--- src/rtl/mem_arbiter.sv ---
`timescale 1ns/1ps
// mem_arbiter: shares the single LC-3b memory port between instruction fetch and data access.
// Ties are broken round-robin, and the winning request is latched for the whole memory transaction.
module mem_arbiter #(
  parameter int ADDR_WIDTH = 16,
  parameter int DATA_WIDTH = 16
) (
  input  logic                    clk,
  input  logic                    rst,
  input  logic                    i_read,
  input  logic [ADDR_WIDTH-1:0]   i_address,
  output logic [DATA_WIDTH-1:0]   i_rdata,
  output logic                    i_resp,
  input  logic                    d_read,
  input  logic                    d_write,
  input  logic [DATA_WIDTH/8-1:0] d_wmask,
  input  logic [ADDR_WIDTH-1:0]   d_address,
  input  logic [DATA_WIDTH-1:0]   d_wdata,
  output logic [DATA_WIDTH-1:0]   d_rdata,
  output logic                    d_resp,
  output logic                    mem_read,
  output logic                    mem_write,
  output logic [DATA_WIDTH/8-1:0] mem_byte_enable,
  output logic [ADDR_WIDTH-1:0]   mem_address,
  output logic [DATA_WIDTH-1:0]   mem_wdata,
  input  logic [DATA_WIDTH-1:0]   mem_rdata,
  input  logic                    mem_resp
);

  localparam int MASK_WIDTH = DATA_WIDTH / 8;

  localparam logic [1:0] S_IDLE = 2'd0;
  localparam logic [1:0] S_INST = 2'd1;
  localparam logic [1:0] S_DATA = 2'd2;

  localparam logic GRANT_INST = 1'b0;
  localparam logic GRANT_DATA = 1'b1;

  logic [1:0]            state_r;
  logic [1:0]            state_nxt_s;
  logic                  last_grant_r;
  logic                  op_write_r;
  logic [ADDR_WIDTH-1:0] addr_r;
  logic [DATA_WIDTH-1:0] wdata_r;
  logic [MASK_WIDTH-1:0] mask_r;
  logic                  i_req_s;
  logic                  d_req_s;
  logic                  grant_inst_s;
  logic                  grant_data_s;

  assign i_req_s = i_read;
  assign d_req_s = d_read | d_write;

  // Grant decision, only meaningful while idle; a tie goes to the port that did not win last.
  always_comb begin
    grant_inst_s = 1'b0;
    grant_data_s = 1'b0;
    if (state_r == S_IDLE) begin
      if (i_req_s && d_req_s) begin
        if (last_grant_r == GRANT_DATA) begin
          grant_inst_s = 1'b1;
        end else begin
          grant_data_s = 1'b1;
        end
      end else if (i_req_s) begin
        grant_inst_s = 1'b1;
      end else if (d_req_s) begin
        grant_data_s = 1'b1;
      end else begin
        grant_inst_s = 1'b0;
        grant_data_s = 1'b0;
      end
    end else begin
      grant_inst_s = 1'b0;
      grant_data_s = 1'b0;
    end
  end

  // Next-state logic: every transaction returns through idle, so back-to-back grants see one idle cycle.
  always_comb begin
    state_nxt_s = state_r;
    case (state_r)
      S_IDLE: begin
        if (grant_inst_s) begin
          state_nxt_s = S_INST;
        end else if (grant_data_s) begin
          state_nxt_s = S_DATA;
        end else begin
          state_nxt_s = S_IDLE;
        end
      end
      S_INST, S_DATA: begin
        if (mem_resp) begin
          state_nxt_s = S_IDLE;
        end else begin
          state_nxt_s = state_r;
        end
      end
      default: state_nxt_s = S_IDLE;
    endcase
  end

  // State, round-robin history and the latched request operands.
  always_ff @(posedge clk) begin
    if (rst) begin
      state_r      <= S_IDLE;
      last_grant_r <= GRANT_DATA;
      op_write_r   <= 1'b0;
      addr_r       <= {ADDR_WIDTH{1'b0}};
      wdata_r      <= {DATA_WIDTH{1'b0}};
      mask_r       <= {MASK_WIDTH{1'b1}};
    end else begin
      state_r <= state_nxt_s;
      if (grant_inst_s) begin
        last_grant_r <= GRANT_INST;
        op_write_r   <= 1'b0;
        addr_r       <= i_address;
        wdata_r      <= {DATA_WIDTH{1'b0}};
        mask_r       <= {MASK_WIDTH{1'b1}};
      end else if (grant_data_s) begin
        // Read and write together is illegal from the requester; the write wins.
        last_grant_r <= GRANT_DATA;
        op_write_r   <= d_write;
        addr_r       <= d_address;
        wdata_r      <= d_wdata;
        mask_r       <= d_wmask;
      end
    end
  end

  assign mem_read        = (state_r == S_INST) || ((state_r == S_DATA) && !op_write_r);
  assign mem_write       = (state_r == S_DATA) && op_write_r;
  assign mem_byte_enable = (state_r == S_IDLE) ? {MASK_WIDTH{1'b1}} : mask_r;
  assign mem_address     = addr_r;
  assign mem_wdata       = wdata_r;

  assign i_resp  = (state_r == S_INST) && mem_resp;
  assign d_resp  = (state_r == S_DATA) && mem_resp;
  assign i_rdata = mem_rdata;
  assign d_rdata = mem_rdata;

endmodule

--- config.mk ---
export PLATFORM = sky130hd
export DESIGN_NAME = mem_arbiter
export DESIGN_NICKNAME = d
export VERILOG_FILES = /design/src/rtl/mem_arbiter.sv
export SDC_FILE = /design/constraint.sdc
export NUM_CORES = 1
export LEC_CHECK = 0
export ABC_CLOCK_PERIOD_IN_PS = 4850
export CORE_MARGIN = 2
export CORE_UTILIZATION = 35
export DETAILED_ROUTE_END_ITERATION = 8
export GPL_ROUTABILITY_DRIVEN = 0
export PLACE_DENSITY_LB_ADDON = 0.05
export SETUP_SLACK_MARGIN = 0.1
export SYNTH_ARGS = -nofsm -noshare
export SYNTH_HDL_FRONTEND = slang
export SYNTH_SLANG_ARGS = --single-unit
--- constraint.sdc ---
create_clock -name clk -period 4.85 [get_ports clk]
set_input_delay 0.97 -clock clk [delete_from_list [all_inputs] [get_ports clk]]
set_output_delay 0.97 -clock clk [all_outputs]
set_load 0.03 [all_outputs]
==> flow_metrics.py <==
metrics = {
    "outcome": {
        "status": "completed",
    },
    "floorplanning": {
        "die-height_um": 79.49,
        "rows": 27,
        "dieArea_um2": 6318,
        "die_w_um": 79.49,
        "ios": 142,
        "core_um2": 5507,
        "start_util_pct": 36.22,
    },
    "drt": {
        "routed_wirelength_um": 5226,
        "detail-route-antenna-nets": 0,
        "drt_iter0_drc": 68,
        "viasPerCell": 4.907,
        "drcViolationCount": 0,
        "drtPass1Iterations": 4,
        "wire_per_inst_um": 14.24,
        "num_vias": 1801,
    },
    "critical_path": {
        "worstPathArrival_ns": 2.26,
        "r2r_slack_ns": 2.86,
        "crit_required_ns": 3.88,
        "r2r_cells": 5,
        "cp-end-kind": "output port",
        "r2r-end": "mem_wdata[7]",
        "startpoint": "mem_resp",
        "cp_max_fo": 4,
        "startpoint_type": "primary input",
        "regToRegStartpoint": "state_r[0]",
        "crit_type": "in -> out",
        "crit_path_end": "d_resp",
    },
    "grt": {
        "grt_overflow_total": 0,
        "track_usage_pct": 16.68,
        "grt_pass1_wl_um": 8286,
        "antenna_found_initial": 0,
        "use_met2_pct": 25.46,
        "grt_pass1_vias": 1696,
        "grtUsageMet1_pct": 22.12,
        "grt_util_met3_pct": 5.882,
        "grt_start_max_net_pins": 28,
        "busiest_layer": "met2",
    },
    "logic_synthesis": {
        "synth_area_um2": 1994,
        "synth_cells": 242,
        "yosysUniqueCellTypes": 25,
        "avgSynthCellArea_um2": 8.241,
        "synthFlopType": "dfxtp_1",
        "synth-async-reset-ratio_pct": 0,
        "synth_seq_cells": 38,
        "ys_seq_area_share_pct": 38.14,
        "syn_nets": 317,
        "ys_warn_count": 0,
        "synth_edf_count": 0,
    },
    "sta": {
        "period_needed_ns": 3.231,
        "hold_violations": 0,
        "worst_pin_slew_ns": 0.8238,
        "rsz0062_at_grt": "no",
        "fmax_mhz": 309.5,
        "max_slew_margin_pct": 44.91,
        "fin_crit_sh_pct": 66.62,
        "finalSetupViolCount": 0,
        "final_max_slew_viol_count": 0,
        "setup_tns_ns": 0,
        "clock_skew_ns": 0.005103,
    },
    "clock_tree": {
        "holdBufCountCts": 0,
        "cts_buffers": 5,
        "cts-root-buf": "clkbuf_8",
        "clk_pin_slew_worst_paths_ns": 0.07,
        "h-tree-depth": 2,
        "cts_tree": "built",
        "clk_latency_ns": 0.29,
        "cts_buffer_depth": 2,
        "post_cts_buffers": 0,
        "cts_resized": 0,
        "cts_sinks": 38,
    },
    "hold_path": {
        "min_path_cells": 2,
        "hp-class": "reg -> reg",
    },
    "pwr": {
        "powerDensity_nw_per_um2": 332.9,
        "leakage_uw": 0.0009557,
        "finalPower_uw": 918.3,
        "vdd_drop_max_v": 0.0001296,
    },
    "final_layout": {
        "n_antenna_cell": 0,
        "n_fill_cell": 543,
        "area_growth_pct": 38.33,
        "instances_no_fill": 367,
        "drive_gt1_share_pct": 8.475,
        "fin_nets": 369,
    },
    "placement": {
        "hpwl_um": 3439,
        "dp.cells": 359,
        "numPortBuffers": 93,
    },
    "job": {
        "max_cap_violations": 0,
    },
}
[kinds of logic after synthesis]
group | after synthesis | synth area share, %
buffers and inverters | 54 | 19.13
flip-flops | 38 | 38.14
adder cells (fa/ha/maj) | 3 | 1.882
AND/OR/NAND/NOR | 85 | 20.70
AO/OA/AOI/OAI | 62 | 20.14
[sequential cells by signal (all words and copies together) (netlist names)]
signal and cells:
mask_r 2, state_r 2, mem_address 16, op_write_r 1, last_grant_r 1, mem_wdata 16
[how the worst min path moves through the flow]
stage                     slack [ns]           start              to
after floorplan                 0.45      state_r[1]      state_r[1]
after global placement          0.46    mem_wdata[6]    mem_wdata[6]
after detailed placement        0.47   mem_wdata[10]   mem_wdata[10]
after CTS                       0.48   mem_wdata[10]   mem_wdata[10]
after global routing            0.50  mem_address[8]  mem_address[8]
final                           0.48    mem_wdata[9]    mem_wdata[9]
[metrics by stage]
stage	hold WS [ns]	area, um2	setup WS [ns]	util [%]
6_report	0.4803	2759	1.619	50.10
5_1_grt	0.4983	2759	1.570	50.10
4_1_cts	0.4812	2759	1.614	50.10
3_5_place_dp	0.4702	2668	1.614	48.44
3_3_place_gp	0.4610	2668	1.628	48.44
2_1_floorplan	0.4486	1994	2.629	-
[layer usage]
metal | up-vias | wire, um | share of wire [%]
li1 | 913 | - | -
met4 | 0 | 57 | 1.1
met5 | - | 0 | 0
met3 | 7 | 496 | 9.5
met1 | 808 | 2382 | 46
met2 | 73 | 2289 | 44
[area by class of cell]
| cell class | count | area (um2) | share of cell area (%) |
|---|---|---|---|
| timing repair buffer | 96 | 953.4 | 34.56 |
| inverter | 3 | 11.26 | 0.4082 |
| clock buffer | 7 | 86.33 | 3.129 |
| multi-input combinational | 150 | 852.1 | 30.88 |
| sequential | 38 | 760.7 | 27.57 |
| clock inverter | 1 | 5.005 | 0.1814 |
| tap | 72 | 90.09 | 3.265 |
[cell usage after synthesis (2+ instances only)]
cell type / count / area (um2)
a21oi_1: 10 / 50.05
nand2_1: 20 / 75.07
nand3_1: 55 / 275.3
ha_1: 3 / 37.54
inv_1: 3 / 11.26
buf_2: 4 / 20.02
buf_4: 38 / 285.3
dfxtp_1: 38 / 760.7
a31oi_1: 16 / 100.1
a21o_1: 2 / 15.01
o21ai_0: 20 / 100.1
clkbuf_1: 6 / 22.52
or2_2: 2 / 12.51
a21oi_2: 10 / 87.58
and2_1: 4 / 25.02
buf_6: 2 / 22.52
[power breakdown]
part | switching, uW | internal [uW] | leakage, uW
Clock | 113 | 115 | 0.0000482
Sequential | 17.4 | 346 | 0.000312
Combinational | 188 | 140 | 0.000595
[placed cells by master, fill, tap and decap left out, types with 2 or more instances in the layout]
cell type and n:
a21o_1 2, a21oi_1 10, a21oi_2 10, a31oi_1 16, and2_1 4, buf_4 3
clkbuf_8 6, clkdlybuf4s50_1 93, dfxtp_1 38, ha_1 3, inv_1 3, nand2_1 20
nand3_1 55, o21ai_0 19, or2_2 2
[worst max-delay path, stage by stage]
cell and delay (ns):
clkdlybuf4s50_1 0.50, and2_1 0.13, clkdlybuf4s50_1 0.66
(Power assumes the default switching activity.)
